==> src/rtl/mmio_bus_arbiter.sv <==
// rtl/mmio_bus_arbiter.sv - two-master MMIO arbiter with bounded locked bursts.
// Define MMIO_ARB_ROUND_ROBIN_EN for alternating tie-break; default is fixed M0 priority.
module mmio_bus_arbiter #(
    parameter int ADDR_W   = 14,
    parameter int DATA_W   = 32,
    parameter int HOLD_MAX = 8
) (
    input  logic                clock,
    input  logic                reset_n,
    input  logic                m0_req,
    input  logic [ADDR_W-1:0]   m0_addr,
    input  logic [DATA_W/8-1:0] m0_be,
    input  logic                m0_wren,
    input  logic [DATA_W-1:0]   m0_wdata,
    input  logic                m0_lock,
    output logic                m0_gnt,
    output logic                m0_rvalid,
    output logic [DATA_W-1:0]   m0_rdata,
    input  logic                m1_req,
    input  logic [ADDR_W-1:0]   m1_addr,
    input  logic [DATA_W/8-1:0] m1_be,
    input  logic                m1_wren,
    input  logic [DATA_W-1:0]   m1_wdata,
    input  logic                m1_lock,
    output logic                m1_gnt,
    output logic                m1_rvalid,
    output logic [DATA_W-1:0]   m1_rdata,
    output logic [ADDR_W-1:0]   s_address,
    output logic [DATA_W/8-1:0] s_byteena,
    output logic                s_clken,
    output logic [DATA_W-1:0]   s_data,
    output logic                s_wren,
    input  logic [DATA_W-1:0]   s_q
);
    localparam int HOLD_W = $clog2(HOLD_MAX + 1);

    typedef enum logic [1:0] {OWN_NONE, OWN_M0, OWN_M1} owner_t;

    owner_t            owner_q, owner_d;
    logic [HOLD_W-1:0] hold_q, hold_d, hold_base;
    logic              rv0_q, rv1_q;
    logic              lock_w;
`ifdef MMIO_ARB_ROUND_ROBIN_EN
    logic              last_q, last_d;
`endif

    // Grants are gated by reset_n so nothing reaches the slave while in reset.
    always_comb begin
        m0_gnt = 1'b0;
        m1_gnt = 1'b0;
        if (reset_n) begin
            if (owner_q == OWN_M0 && m0_req) begin
                m0_gnt = 1'b1;
            end else if (owner_q == OWN_M1 && m1_req) begin
                m1_gnt = 1'b1;
            end else if (m0_req && m1_req) begin
`ifdef MMIO_ARB_ROUND_ROBIN_EN
                m0_gnt = last_q;
                m1_gnt = ~last_q;
`else
                m0_gnt = 1'b1;
`endif
            end else begin
                m0_gnt = m0_req;
                m1_gnt = m1_req;
            end
        end
    end

    always_comb begin
        s_clken   = m0_gnt | m1_gnt;
        s_address = '0;
        s_byteena = '0;
        s_data    = '0;
        s_wren    = 1'b0;
        if (m0_gnt) begin
            s_address = m0_addr;
            s_byteena = m0_be;
            s_data    = m0_wdata;
            s_wren    = m0_wren;
        end else if (m1_gnt) begin
            s_address = m1_addr;
            s_byteena = m1_be;
            s_data    = m1_wdata;
            s_wren    = m1_wren;
        end
    end

    // A winner that was not already the owner starts its burst count from zero.
    always_comb begin
        owner_d   = owner_q;
        hold_d    = hold_q;
`ifdef MMIO_ARB_ROUND_ROBIN_EN
        last_d    = last_q;
`endif
        hold_base = ((m0_gnt && owner_q == OWN_M0) || (m1_gnt && owner_q == OWN_M1)) ? hold_q : '0;
        lock_w    = m0_gnt ? m0_lock : m1_lock;
        if (m0_gnt || m1_gnt) begin
            if (lock_w && (int'(hold_base) + 1 < HOLD_MAX)) begin
                owner_d = m0_gnt ? OWN_M0 : OWN_M1;
                hold_d  = hold_base + HOLD_W'(1);
            end else begin
                owner_d = OWN_NONE;
                hold_d  = '0;
`ifdef MMIO_ARB_ROUND_ROBIN_EN
                last_d  = m1_gnt;
`endif
            end
        end else begin
            owner_d = OWN_NONE;
            hold_d  = '0;
        end
    end

    always_ff @(posedge clock or negedge reset_n) begin
        if (!reset_n) begin
            owner_q <= OWN_NONE;
            hold_q  <= '0;
            rv0_q   <= 1'b0;
            rv1_q   <= 1'b0;
`ifdef MMIO_ARB_ROUND_ROBIN_EN
            last_q  <= 1'b1;
`endif
        end else begin
            owner_q <= owner_d;
            hold_q  <= hold_d;
            rv0_q   <= m0_gnt & ~m0_wren;
            rv1_q   <= m1_gnt & ~m1_wren;
`ifdef MMIO_ARB_ROUND_ROBIN_EN
            last_q  <= last_d;
`endif
        end
    end

    assign m0_rvalid = rv0_q;
    assign m1_rvalid = rv1_q;
    assign m0_rdata  = rv0_q ? s_q : '0;
    assign m1_rdata  = rv1_q ? s_q : '0;

endmodule

==> config.mk <==
export PLATFORM = sky130hd
export DESIGN_NAME = mmio_bus_arbiter
export DESIGN_NICKNAME = d
export VERILOG_FILES = /design/src/rtl/mmio_bus_arbiter.sv
export SDC_FILE = /design/constraint.sdc
export NUM_CORES = 1
export LEC_CHECK = 0
export CAP_MARGIN = 40
export CORE_AREA = 4 4 99 101
export CTS_CLUSTER_DIAMETER = 150
export CTS_CLUSTER_SIZE = 30
export DETAILED_ROUTE_END_ITERATION = 10
export DIE_AREA = 0 0 103 105
export GPL_TIMING_DRIVEN = 0
export PLACE_DENSITY = 0.65
export SETUP_SLACK_MARGIN = 0.2
export SLEW_MARGIN = 20
export SYNTH_ARGS = -nofsm -noshare
export SYNTH_HDL_FRONTEND = slang
export SYNTH_SLANG_ARGS = --single-unit
==> constraint.sdc <==
create_clock -name clock -period 2.3 [get_ports clock]
set_clock_uncertainty 0.05 [all_clocks]
set_input_delay 0.345 -clock clock [delete_from_list [all_inputs] [get_ports clock]]
set_output_delay 0.345 -clock clock [all_outputs]
set_load 0.1 [all_outputs]
Yosys cells after proc, flatten, opt, wreduce, memory -nomap -nowiden

Index checks and enable logic that the tools add are counted.
Widths: inputs -> output; s select.

Add/subtract/negate cells: 2
$lt $le $gt $ge: 1
Equality and inequality tests: 2
Multiplexer cells: 25
Bitwise operators: 5
Reduce and logical (&&, ||, !) cells: 8

Operators with widths:

| kind                | count |
|---|---|
| $mux 32             | 4 |
| $mux 14             | 2 |
| $mux 4              | 5 |
| $mux 1              | 11 |
| $logic_and 1x1->1   | 6 |
| $mux 2              | 3 |
| $add 4x1->5 const B | 1 |
| $lt 5x4->1 const B  | 1 |
| $add 4x1->4 const B | 1 |
| $and 1x1->1         | 2 |
| $eq 2x1->1 const B  | 1 |
| $eq 2x2->1 const B  | 1 |
| $logic_or 1x1->1    | 2 |
| $not 1->1           | 2 |
| $or 1x1->1          | 1 |

Bits in registers: 8
Bits of input ports: 140
Output and inout port bits: 120
Logic and storage cells: 47

Logic depth before layout (Yosys ltp)

Gate-level depths: netlist of the first run.

Depth in word-level cells: 13
Gate-level depth with buffers: 8
Mapped depth without buffers: 7

Worst setup path before layout of the first run

No wires, ideal clock.

Path kind: reg2out
Start point: register owner_q[0]
End point: output s_byteena[0]
Arrival time: 2.127 ns
Data required time: 1.905 ns
Setup slack: -0.222 ns
Cell stages (with the launch flop): 5
Path buffers: 1
Cell sequence: dfrtp_1 > nand2b_1 > a21oi_2 > buf_2 > a22o_1

Longest elaborated chain between the ends: 7
Elaborated cells between the ends (all ways): 12
Classes of those cells: eq/ne: 2; mux: 8; reduce/logical: 2

Ends and longest elaborated chain:

| element                | RTL line | RTL |
|---|---|---|
| from (decl)            | 39       | `owner_t owner_q, owner_d;` |
| from (signal assigned) | 125      | `owner_q <= owner_d;` |
| $eq 2x2->1             | 54       | `end else if (owner_q == OWN_M1 && m1_req) begin` |
| $logic_and 1x1->1      | 54       |  |
| $mux 1                 | 54       |  |
| $mux 1 (*)             | 52       | `if (owner_q == OWN_M0 && m0_req) begin` |
| $mux 1 (*)             | 51       | `if (reset_n) begin` |
| named net m1_gnt       | 25       | `output logic m1_gnt,` |
| $mux 4 (*)             | 81       | `end else if (m1_gnt) begin` |
| $mux 4 (*)             | 76       | `if (m0_gnt) begin` |
| to (decl)              | 29       | `output logic [DATA_W/8-1:0] s_byteena,` |

Mark *: on every way through the listed nets, which the timed path passes. The rest lies on a longest branch.

Final worst setup path of the first run

Start point: register owner_q[1]
End point: output s_data[13]

Longest elaborated chain between the ends: 7
Elaborated cells between the ends (all ways): 12
Classes of those cells: eq/ne: 2; mux: 8; reduce/logical: 2

Ends and longest elaborated chain:

| element           | RTL line | RTL |
|---|---|---|
| $eq 2x2->1        | 54       |  |
| $logic_and 1x1->1 | 54       |  |
| $mux 1            | 54       |  |
| $mux 1            | 52       |  |
| $mux 1            | 51       |  |
| $mux 32           | 81       |  |
| $mux 32 (*)       | 76       |  |
| to (decl)         | 31       | `output logic [DATA_W-1:0] s_data,` |

Every way passes the cells marked *; elsewhere a longest branch is shown, timed or not.

==> reports/qor_table.md, run 1 <==
| Result | Reported | Unit |
|---|---|---|
| Uppermost layer routed | met4 | - |
| Mux share of post-synthesis cell area | 0 | % |
| Slowest cell on crit path | dfrtp_1 | - |
| Worst setup slack after layout | 138 | ps |
| Portion of total power attributed to sequential cells | 7.5 | % |
| Number of warnings reported in the yosys synthesis log | 0 | - |
| Register area share after synthesis | 14.5 | % |
| Number of detailed-routing iterations run before antenna repair | 3 | - |
| Placed Instance Area | 6440 | µm² |
| # port buffers | 259 | - |
| Synthesis-to-finish area growth | 381 | % |
| TritonCTS clock tree | yes | - |
| Combinational Power Share | 83.7 | % |
| Number of global-route vias before repair | 3256 | - |
| Number of endpoints failing setup at the final stage | 0 | - |
| Clock latency reported for the late side of the worst-skew pair | 230 | ps |
| Total congestion overflow | 0 | - |
| Diodes inserted | 0 | - |
| Required arrival time at the worst endpoint | 1900 | ps |
| Cells on worst reg2reg path | 9 | - |
| EDFF count, synth | 0 | - |
| Clk Tree Root Cell | clkbuf_8 | - |
| Clock sink count | 8 | - |
| Most instantiated flip-flop cell in the synthesis netlist | dfrtp_1 | - |
| Max Fclk | 462 | MHz |
| Initial antenna violation count | 0 | - |
| Fin crit period | 2160 | ps |
| Maximum number of pins on one net before global-route repair | 11 | - |
| Dominant combinational cell family by area after synthesis | compound AO/OA/AOI/OAI gates | - |
| Non-Filler Instances | 581 | - |
| Worst Setup Start Kind | register | - |
| Total detailed-routing wirelength | 12900 | µm |
| Most Frequent Cell on Critical Path | buf_16 | - |
| Average footprint of a synthesized cell | 8.02 | µm² |
| Post-synthesis instance area | 1380 | µm² |
| RSZ-0062 raised after global routing | true | - |
| Filler Cells Inserted | 579 | - |
| Metal-1 WL | 4060 | µm |
| Netlist cell types | 29 | - |
| Post-route core utilization | 73.5 | % |
| First-pass GRT wire length | 18500 | µm |
| Clock Pin Slew Worst Setup and Hold Paths | 50 | ps |
| Number of standard cells after synthesis | 172 | - |
| Worst min path class | in -> reg | - |
| Power per unit of standard cell area | 303 | nW/µm² |
| Longest Clk Path Bufs | 2 | - |
| Cell area after layout | 6630 | µm² |
| Biggest fanout along the worst timing path | 5 | - |
| Run status | finished clean | - |
| Number of instances in the placed design | 662 | - |
| Number of buffers created by CTS | 3 | - |
| WL met2 | 7190 | µm |
| Core Area | 9020 | µm² |
| Dpl hpwl | 10900 | µm |
| Final Net Count | 612 | - |
| Overall Global Routing Usage | 22.2 | % |
| Count of cells along the worst hold path | 3 | - |
| Full die area | 10800 | µm² |
| Share of synthesized cell area in and, or, nand and nor gates | 38.2 | % |
| Number of maximum-capacitance constraint violations | 0 | - |
| Count of unresolved DRC violations after routing | 0 | - |
| Worst voltage drop across the vdd grid | 0.000215 | V |
| Final Max Tran Viols | 0 | - |
| DRC violation total after the first TritonRoute iteration | 79 | - |
| Sw Ratio | 48.8 | % |
| P_int | 1.03 | mW |
| Die extent in y | 105 | µm |
| WP data arrival | 1770 | ps |
| Routed via count | 2700 | - |
| XOR/XNOR Fraction of Synth Area | 0.635 | % |
| Sum of negative setup slack | 0 | ps |
| Number of rows created at floorplan | 35 | - |
| Static leakage | 2.86 | nW |
| Initial Util | 15.3 | % |
| Register bit total from synthesis | 8 | - |
| Routed via count divided by cell count | 4.65 | - |
| Clock power share | 8.8 | % |
| Total number of H-tree levels | 1 | - |
| Type of the worst setup path | reg -> out | - |
| Die X-Extent | 103 | µm |
| Worst path max stage delay | 380 | ps |
| Share of the synthesized area in compound gates (AO/OA/AOI/OAI) | 38.7 | % |
| Adder-cell share of the synthesized area | 0.907 | % |
| Sequence of cells on the critical path | and3b_1 -> buf_6 -> nor2_4 -> clkbuf_16 -> buf_16 -> a22o_4 -> buf_16 | - |
| Ports placed on the boundary | 260 | - |
| P_sw | 0.980 | mW |
| Share of the clock period used by the worst path | 94.0 | % |
| Share of async-settable or async-resettable flops after synthesis | 100 | % |
| WL met3 | 1140 | µm |
| Worst-case setup slack after placement | -1150 | ps |
| Antenna-violating nets left | 0 | - |
| Number of nets in the synthesized netlist | 313 | - |
| Final weighted congestion in routability-driven placement | 0.773 | - |
| Crit. End Element | output pin | - |
| Number of hold violations in the final report | 0 | - |
| Share of post-route cells with drive strength above 1 | 62.1 | % |
| Average routed wire per standard cell | 22.3 | µm |
-- cell usage after synthesis, types with 2 or more instances --
cell	count	area share, %
a22o_1	51	32
and2_1	66	30
and3b_1	2	1.3
buf_2	9	3.3
clkbuf_1	6	1.6
dfrtp_1	8	15
inv_1	2	0.54
nand2_1	3	0.82
nor2_1	3	0.82
nor3_2	2	1.5
o21a_1	2	1.1
-- cell type report --
type                    count  area [µm²]  area share, %
well taps                 111         139           2.09
repair buffers            294        4380           66.1
multi-input cells         145        1640           24.7
plain buffers              17         220           3.32
flip-flops and latches      8         203           3.06
clock buffers               4        45.0          0.679
inverters                   2        7.51          0.113
-- power by group through the flow --
stage               Combinational (mW)  Sequential (mW)  Clock, mW
floorplan                        0.777            0.159          0
global placement                  1.22            0.152          0
detailed placement                1.59            0.152          0
CTS                               1.65            0.150      0.181
global route                      1.73            0.151      0.195
finish                            1.68            0.150      0.177
-- through the flow --
stage | hold slack, ps | power, mW
detailed placement | 566 | 1.74
global route | 442 | 2.07
CTS | 434 | 1.99
global placement | 552 | 1.37
finish | 431 | 2.01
floorplan | -0.591 | 0.936
-- flip-flops by register name (all words and copies together) (netlist names) --
signal / cells
hold_q: 4
m0_rvalid: 1
m1_rvalid: 1
owner_q: 2
-- worst max-delay path, delay by kind of cell (launching register included) --
kind                   cells  cell delay (ps)
buffers and inverters      4              620
and+or+nand+nor            2              390
DFF                        1              380
AOI/OAI and AO/OA          1              150
-- cells by family (layout without fill, tap and decap cells) --
logic type               count (synthesis)  in the layout
other                                    1              1
AO/OA/AOI/OAI                           60             60
AND/OR/NAND/NOR                         82             82
flip-flops                               8              8
XOR/XNOR                                 1              1
buffers and inverters                   19            317
adder cells (fa/ha/maj)                  1              1
-- path summary, 6_finish.rpt --
| check | start | to | slack [ps] |
|---|---|---|---|
| max in group asynchronous | reset_n | m0_rvalid | 1270 |
| min | reset_n | m0_rvalid | 430 |
| max reg2reg | owner_q[1] | hold_q[0] | 250 |
| min in group asynchronous | reset_n | hold_q[3] | 640 |
| max | owner_q[1] | s_data[13] | 140 |
| min reg2reg | hold_q[0] | hold_q[0] | 660 |
-- what timing repair did --
item	CTS	global route
setup endpoints to repair	121	91
setup buffers	9	7
cloned	3	3
hold buffers	1	0
resized for setup	157	48
pin swaps	24	33
endpoints found under the hold margin	8	0
-- cell usage in the layout, fill, tap and decap left out, types with 2 or more instances in the layout --
| cell type | count |
|---|---|
| buf_4 | 17 |
| buf_8 | 15 |
| a22o_2 | 3 |
| a22o_4 | 48 |
| nand2_1 | 2 |
| dlygate4sd2_1 | 2 |
| buf_16 | 32 |
| buf_12 | 84 |
| o21ai_2 | 2 |
| o21a_1 | 2 |
| buf_6 | 6 |
| and2_2 | 62 |
| nor3_2 | 2 |
| nor3b_4 | 2 |
| clkdlybuf4s50_1 | 146 |
| dfrtp_2 | 2 |
| and2_4 | 2 |
| inv_1 | 2 |
| and2_1 | 2 |
| nor2_1 | 3 |
| and3b_1 | 2 |
| clkbuf_16 | 3 |
| dfrtp_1 | 6 |
| clkbuf_8 | 6 |
-- metal layers --
metal | vias up | GRT usage (%)
met2 | 177 | 43.4
met1 | 1262 | 21.2
met4 | 0 | 7.96
met3 | 40 | 5.94
li1 | 1221 | -
met5 | - | 0
No activity file was read; power rests on OpenSTA's default activity.
==> run 2, diff against run 1 <==
--- a/config.mk
+++ b/config.mk
@@ -6,13 +6,12 @@
 export NUM_CORES = 1
 export LEC_CHECK = 0
 export CAP_MARGIN = 40
-export CORE_AREA = 4 4 99 101
-export CTS_CLUSTER_DIAMETER = 150
+export CORE_AREA = 2 2 100 102
+export CTS_CLUSTER_DIAMETER = 200
 export CTS_CLUSTER_SIZE = 30
 export DETAILED_ROUTE_END_ITERATION = 10
-export DIE_AREA = 0 0 103 105
+export DIE_AREA = 0 0 102 104
 export GPL_TIMING_DRIVEN = 0
-export PLACE_DENSITY = 0.65
 export SETUP_SLACK_MARGIN = 0.2
 export SLEW_MARGIN = 20
 export SYNTH_ARGS = -nofsm -noshare
==> reports/qor_table.md, run 2 (synthesis results as in run 1) <==
| Result | Reported | Unit | Change |
|---|---|---|---|
| Run status | finished clean | - |  |
| Final weighted congestion in routability-driven placement | 0.751 | - | -2.8% |
| Number of endpoints failing setup at the final stage | 0 | - | unchanged |
| Routed via count | 2578 | - | -4.5% |
| Full die area | 10600 | µm² | -1.9% |
| Worst voltage drop across the vdd grid | 0.000236 | V | +9.7% |
| Biggest fanout along the worst timing path | 2 | - | -3 |
| Non-Filler Instances | 592 | - | +1.9% |
| Reg2Reg Capture Point | hold_q[0] | - |  |
| Average routed wire per standard cell | 19.2 | µm | -14% |
| Cell area after layout | 6550 | µm² | -1.2% |
| Placed Instance Area | 6500 | µm² | +1.0% |
| Largest register by flop count | hold_q | - |  |
| Static leakage | 2.77 | nW | -3.0% |
| Most common library cell in the layout ignoring fill and taps | clkdlybuf4s50_1 | - |  |
| Final Max Tran Viols | 0 | - | unchanged |
| Synthesis-to-finish area growth | 375 | % |  |
| Count of unresolved DRC violations after routing | 0 | - | unchanged |
| Required arrival time at the worst endpoint | 1900 | ps | about the same |
| Die X-Extent | 102 | µm | -0.97% |
| First-pass GRT wire length | 17500 | µm | -5.5% |
| WP data arrival | 1720 | ps | -50 ps |
| Type of the worst setup path | in -> out | - |  |
| Number of hold violations in the final report | 0 | - | unchanged |
| # port buffers | 259 | - | unchanged |
| Power per unit of standard cell area | 303 | nW/µm² | about the same |
| Total number of H-tree levels | 1 | - | unchanged |
| Initial antenna violation count | 1 | - | +1 |
| Share of the clock period used by the worst path | 92.1 | % | -1.9 points |
| DRC violation total after the first TritonRoute iteration | 69 | - | -13% |
| Total chip power | 1.99 | mW | -1.2% |
| Ports placed on the boundary | 260 | - | unchanged |
| Worst Setup Start Kind | primary input | - |  |
| Biggest regs | hold_q: 4 flops, owner_q: 2 flops | - |  |
| Final Net Count | 600 | - | -2.0% |
| Fin crit period | 2120 | ps | -44.7 ps |
| Die extent in y | 104 | µm | -0.95% |
| Number of rows created at floorplan | 36 | - | +2.9% |
| Share of post-route cells with drive strength above 1 | 60.5 | % | -1.6 points |
| Number of buffers created by CTS | 3 | - | unchanged |
| Worst-case setup slack after placement | -1130 | ps | +14.0 ps |
| Routed via count divided by cell count | 4.35 | - | -6.3% |
| Initial Util | 14.5 | % | -0.85 points |
| Number of detailed-routing iterations run before antenna repair | 4 | - | +1 |
| Number of flip-flops in the largest register | 4 | - | unchanged |
| TritonCTS clock tree | yes | - |  |
| Clk Tree Root Cell | clkbuf_8 | - |  |
| Highest-count cells in the layout ignoring fill and taps | clkdlybuf4s50_1 (149), buf_12 (88), and2_2 (62) | - |  |
| Worst setup slack after layout | 182 | ps | +44.7 ps |
| Cells on worst reg2reg path | 9 | - | unchanged |
| RSZ-0062 raised after global routing | true | - |  |
| Maximum number of pins on one net before global-route repair | 11 | - | unchanged |
| Longest Clk Path Bufs | 2 | - | unchanged |
| Total detailed-routing wirelength | 11300 | µm | -12% |
| Clock Pin Slew Worst Setup and Hold Paths | 40 | ps | about the same |
| Crit. End Element | output pin | - |  |
| Number of maximum-capacitance constraint violations | 0 | - | unchanged |
| Post-route core utilization | 68.6 | % | -4.9 points |
| Antenna-violating nets left | 0 | - | unchanged |
| Clock latency reported for the late side of the worst-skew pair | 230 | ps | about the same |
| Start point of the critical path | s_q[15] | - |  |
| Core Area | 9550 | µm² | +5.9% |
| Number of instances in the placed design | 684 | - | +3.3% |
| Max Fclk | 472 | MHz | +2.1% |
| Overall Global Routing Usage | 20.9 | % | -1.2 points |
| Total congestion overflow | 0 | - | unchanged |
| Critical Path End | m1_rdata[15] | - |  |
| Clock sink count | 8 | - | unchanged |
| Reg-to-reg startpoint | owner_q[1] | - |  |
| Worst min path class | in -> reg | - |  |
| Number of global-route vias before repair | 3108 | - | -4.5% |
| Dpl hpwl | 9930 | µm | -8.9% |
| Setup slack, reg-to-reg | 290 | ps | +40 ps |
## run 2: cell count changes in the layout (fill, tap and decap cells not counted), sizes merged
cell and delta:
buf -13, clkbuf -3, clkdlybuf4s15 +1, clkdlybuf4s50 +3, diode +1
## run 2: timing repair
action	in CTS	in global routing
pin swaps	4	25
setup buffers	7	0
hold buffers	1	0
gates resized for setup	174	31
endpoints found under the hold margin	8	0
setup endpoints to repair	121	86
## run 2: how the worst min path moves through the flow
stage,cells past startpoint,to,from
final,3,hold_q[0],reset_n
after global routing,3,hold_q[0],reset_n
after CTS,3,hold_q[0],reset_n
after detailed placement,2,hold_q[0],hold_q[0]
after global placement,2,hold_q[0],hold_q[0]
after floorplan,0,hold_q[0],reset_n
## run 2: worst max-delay path, cell delays in order
cell,delay [ps]
clkdlybuf4s50_1,490
and2_2,170
clkdlybuf4s50_1,530
buf_12,180
## run 2: area by class of cell
cell class | instances | area, µm²
Fill cell | 645 | 3000
Buffer | 17 | 230
Timing Repair Buffer | 282 | 4250
Multi-Input combinational cell | 145 | 1650
Inverter | 2 | 7.51
Tap cell | 133 | 166
Antenna cell | 1 | 2.50
Sequential cell | 8 | 203
Clock buffer | 4 | 45.0
## run 2: per-stage QoR
step           TNS [ps]  hold WS [ps]
6_report              0           427
5_1_grt               0           444
3_3_place_gp     -89430           551
4_1_cts               0           425
3_5_place_dp     -56120           565
2_1_floorplan         0        -0.591
## run 2: report_power, final
group	total [mW]	internal [mW]	switching, mW
Clock	0.179	0.120	0.0583
Combinational	1.66	0.749	0.907
Sequential	0.151	0.146	0.00461
Total	1.99	1.02	0.970
## run 2: layer usage
metal  GRT usage [%]  vias up  part of all wire (%)
li1                -     1206                     -
met1            20.8     1171                    32
met2            41.1      178                    56
met3            5.65       23                   8.9
met4            5.90        0                   2.8
met5               0        -                     0
